File: src/rtl/mar_wide.sv
// Memory address register for the SAP-2/3 datapaths: parallel load from PC,
// little-endian multi-beat load from the W bus, and post-increment with wrap flag.
module mar_wide #(
   parameter int                ADDR_W     = 16,
   parameter int                BUS_W      = 8,
   parameter logic [ADDR_W-1:0] RESET_ADDR = '0
) (
   input  logic              CLK,
   input  logic              CLR,
   input  logic [BUS_W-1:0]  D,
   input  logic [ADDR_W-1:0] PC,
   input  logic              load,
   input  logic              load_beat,
   input  logic              inc,
   output logic [ADDR_W-1:0] Q,
   output logic              valid,
   output logic              busy,
   output logic              wrap
);

   localparam int         BEATS     = ADDR_W / BUS_W;
   localparam logic [1:0] LAST_BEAT = 2'(BEATS - 1);

   typedef enum logic {IDLE, COLLECT} state_e;

   state_e            state_q;
   logic [1:0]        beat_q;
   logic [ADDR_W-1:0] stage_q;
   logic [ADDR_W-1:0] addr_q;
   logic              valid_q;
   logic              busy_q;
   logic              wrap_q;
   logic [ADDR_W-1:0] final_addr;

   // The final beat lands in the top slice; lower slices come from staging.
   // With a single beat this collapses to D itself.
   always_comb begin
      final_addr = stage_q;
      final_addr[ADDR_W-1 -: BUS_W] = D;
   end

   // Priority CLR > load > load_beat > inc; Q is only ever replaced whole.
   always_ff @(posedge CLK) begin
      wrap_q <= 1'b0;
      if (CLR) begin
         addr_q  <= RESET_ADDR;
         stage_q <= '0;
         beat_q  <= 2'd0;
         state_q <= IDLE;
         valid_q <= 1'b1;
         busy_q  <= 1'b0;
      end else if (load) begin
         addr_q  <= PC;
         beat_q  <= 2'd0;
         state_q <= IDLE;
         valid_q <= 1'b1;
         busy_q  <= 1'b0;
      end else if (load_beat) begin
         if (BEATS == 1) begin
            addr_q <= final_addr;
         end else if (state_q == IDLE) begin
            stage_q[BUS_W-1:0] <= D;
            beat_q  <= 2'd1;
            state_q <= COLLECT;
            valid_q <= 1'b0;
            busy_q  <= 1'b1;
         end else if (beat_q == LAST_BEAT) begin
            addr_q  <= final_addr;
            beat_q  <= 2'd0;
            state_q <= IDLE;
            valid_q <= 1'b1;
            busy_q  <= 1'b0;
         end else begin
            stage_q[beat_q*BUS_W +: BUS_W] <= D;
            beat_q <= beat_q + 2'd1;
         end
      end else if (inc && (state_q == IDLE)) begin
         addr_q <= addr_q + 1'b1;
         wrap_q <= &addr_q;
      end
   end

   assign Q     = addr_q;
   assign valid = valid_q;
   assign busy  = busy_q;
   assign wrap  = wrap_q;

endmodule

File: config.mk
export PLATFORM = sky130hd
export DESIGN_NAME = mar_wide
export DESIGN_NICKNAME = d
export VERILOG_FILES = /design/src/rtl/mar_wide.sv
export SDC_FILE = /design/constraint.sdc
export NUM_CORES = 1
export LEC_CHECK = 0
export BUFFER_PORTS_ARGS = -buffer_cell sky130_fd_sc_hd__buf_2
export CAP_MARGIN = 10
export CORE_MARGIN = 5
export CORE_UTILIZATION = 45
export CTS_CLUSTER_SIZE = 25
export DETAILED_ROUTE_END_ITERATION = 10
export PLACE_DENSITY = 0.7
export SLEW_MARGIN = 20
export SYNTH_ARGS = -nofsm -noshare
export SYNTH_HDL_FRONTEND = slang
export SYNTH_SLANG_ARGS = --single-unit
File: constraint.sdc
create_clock -name CLK -period 5.6 [get_ports CLK]
set_clock_uncertainty 0.2 [all_clocks]
set_input_delay 0.56 -clock CLK [delete_from_list [all_inputs] [get_ports CLK]]
set_output_delay 0.56 -clock CLK [all_outputs]
set_load 0.05 [all_outputs]
==> results by group <==
Routing
  • DR WL/cell: 15.2 µm
  • Final WL: 5.03 mm
  • TritonRoute pass-1 iters: 4
  • DRT antenna net count: 0
  • Vias per cell: approximately 5.7
  • Vias: 1900
  • DRC violation total after the first TritonRoute iteration: 184
  • Residual DRC count: 0

Yosys
  • Top-area cell type share of the netlist area: 0.320
  • Post-synth EDFFs: 0
  • Post-synth ARST share: 0
  • Avg Inst Size Synth: 7.79 µm²
  • YS warnings: 0
  • Yosys reg bits: 30
  • Seq/Total Area, Yosys: 0.320
  • Synthesized net count: 275
  • Post-synth top area cell: dfxtp_1
  • Main synth FF type: dfxtp_1
  • Mapped Area: 0.00188 mm²
  • Synth Instances: about 240
  • Synth unique cells: 52
  • Synth area leaders: dfxtp_1, a21oi_1, nand3_1

Setup path
  • CP Class: primary input to flop
  • CP startpoint kind: primary input
  • Worst endpoint required time: 5610 ps
  • Slowest stage cell, crit path: or2_1
  • Crit-path max FO: 34
  • Critical Path Max Stage Delay: 580 ps
  • Crit-path cells: buf_2 -> nor3b_1 -> or2_1 -> mux2_4 -> a211oi_2
  • Crit end category: flop
  • Worst path arrival time: between 2000 and 2500 ps

Global routing
  • Vias in the first global route: 1758
  • Tot GR Track Use: 0.185
  • First-pass GRT wire length: 7.94 mm
  • Initial antenna violation count: 0
  • Grt ovf: 0
  • Pin count of the biggest net entering global routing: 35

Die
  • Row count: 23
  • CORE AREA: 0.00403 mm²
  • I/O pin count: 48
  • DIE HEIGHT: 74.6 µm
  • Die area: 0.00556 mm²
  • Die X: 74.6 µm
  • Starting Density: 0.466

Power
  • Static leakage: 0.888 nW
  • Pwr dens: ~250 mW/mm²
  • IR drop worst, VDD: 0.115 mV

Timing
  • Post-layout min period: about 2400 ps
  • Worst rel slew slack: 0.392
  • Final period util: 0.426
  • Final Hold Fails: 0
  • Worst Max-Slew Pin Slew: 904 ps
  • Setup-failing EPs final: 0
  • Fin. max-slew vios: 0
  • Final TNS setup: 0 ps
  • Max Freq: ~420 MHz
  • RSZ-0062 raised after global routing: no

Clocking
  • Post-CTS repair timing setup buffer count: 0
  • CTS tree: done
  • Clk buf depth: 2
  • Hold Buf Count CTS: 0
  • Post-cts resize count: 0
  • CTS root buffer: clkbuf_8
  • H-tree depth: 2
  • Worst-Skew Late Latency: 280 ps
  • Clk sinks: 30
  • Reg clk slew, reported paths: 70 ps
  • Num CTS Buffers: 5

Layout
  • Layout cells sized above 1: 0.241
  • Final cell count without fillers: between 300 and 400
  • Design area: 0.00220 mm²
  • Antenna diodes: 0
  • Final net count: 315
  • Final Util: 0.546
  • P&R area growth vs syn: 17.3%

Place
  • HPWL Detailed: between 3 and 4 mm
  • Dpl cell area: 0.00211 mm²
  • RePlAce Congestion: 0.869
  • Placed cells: 324
  • IO Port Bufs: 47

Run
  • Max-capacitance violation count: 0

Run status
  • Status: finished, final reports clean

Hold path
  • Worst hold path type: flop to flop
-- cell usage after synthesis (2+ instances only) --
master / count
and4_1: 2
xnor2_1: 5
buf_4: 2
dfxtp_1: 30
buf_1: 3
ha_1: 5
nand4_1: 3
inv_1: 12
buf_2: 4
o21ai_0: 18
nor2_1: 14
nand2b_1: 7
nand3_1: 18
clkbuf_1: 5
nor3_1: 9
a211oi_1: 5
a211oi_2: 2
o31ai_1: 2
o211ai_1: 3
a31oi_1: 2
mux2i_1: 4
nand2_1: 19
a31o_2: 3
nor4_2: 2
nor4_1: 2
nor2b_1: 4
a21oi_1: 30
or3_1: 2
-- metrics by stage --
stage / setup WS, ps / power, mW / hold WS [ps]
5_1_grt: 3010 / 0.580 / 273
4_1_cts: 3240 / 0.557 / 255
3_5_place_dp: 2950 / 0.377 / 246
3_3_place_gp: 3030 / 0.376 / 243
2_1_floorplan: 3380 / 0.342 / 228
6_report: 3210 / 0.552 / 255
-- path summary, 6_finish.rpt --
kind                      startpoint                      end  slack (ps)  cells after the start
min          stage_q[3]$_SDFFE_PP0P_  stage_q[3]$_SDFFE_PP0P_         250                      2
min reg2reg  stage_q[3]$_SDFFE_PP0P_  stage_q[3]$_SDFFE_PP0P_         250                      2
max reg2reg   beat_q[0]$_SDFFE_PP0P_       Q[14]$_SDFFE_PP0P_        3310                      5
max                        load_beat       Q[14]$_SDFFE_PP0P_        3210                      5
-- layer usage --
layer	wire length, µm	GRT usage	vias to the layer above
met1	2240	0.232	869
li1	-	-	962
met3	321	0.0500	8
met4	68	0.0573	0
met5	0	0	-
met2	2410	0.309	61
-- sequential cells by signal (all words and copies together) (netlist names) --
register and cells:
beat_q 2, wrap 1, busy 1, stage_q 8, Q 16, valid 1
state_q 1
-- where the power goes --
group	switching [mW]	internal, mW	leakage, nW
Clock	0.0806	0.0990	0.0482
Sequential	0.0191	0.227	0.247
Combinational	0.0850	0.0417	0.593
Total	0.185	0.368	0.888
-- area by class of cell --
| class | instances | area [µm²] |
|---|---|---|
| multi-input combinational | 185 | 1170 |
| tap | 50 | 62.6 |
| inverter | 12 | 45.0 |
| fill | 413 | 1830 |
| timing repair buffer | 47 | 235 |
| clock buffer | 7 | 86.3 |
| sequential | 30 | 601 |
| clock inverter | 1 | 5.00 |
-- cell usage in the layout (no fill, tap or decap), drive strengths merged, types with 2 or more instances in the layout --
cell type  instances
or2                2
nor2b              4
clkbuf             7
a221oi             2
xnor2              5
a21oi             30
a31oi              2
nor3               9
nand3             18
dfxtp             30
o21ai             18
buf               47
o31ai              2
and4               2
inv               12
nor4               4
mux2i              4
nand2             19
o211ai             3
or3                2
ha                 5
nor2              14
a31o               3
nand4              5
and3               2
a211oi             7
nand2b             7
-- kinds of logic (layout without fill, tap and decap cells) --
group,Yosys count,in the layout,synth area share
AOI/OAI and AO/OA,77,77,0.261
xor gates and xnor gates,5,5,0.0233
adders and majority gates,5,5,0.0333
buffers and inverters,26,67,0.0587
DFF,30,30,0.320
muxes,5,5,0.0293
and+or+nand+nor,93,93,0.274
-- worst max-delay path, delay by kind of cell --
kind / cells / cell delay [ps]
buf+inv: 1 / 280
simple gates: 2 / 1010
mux: 1 / 360
compound gates: 1 / 190
Power figures use the tool's default switching activity.
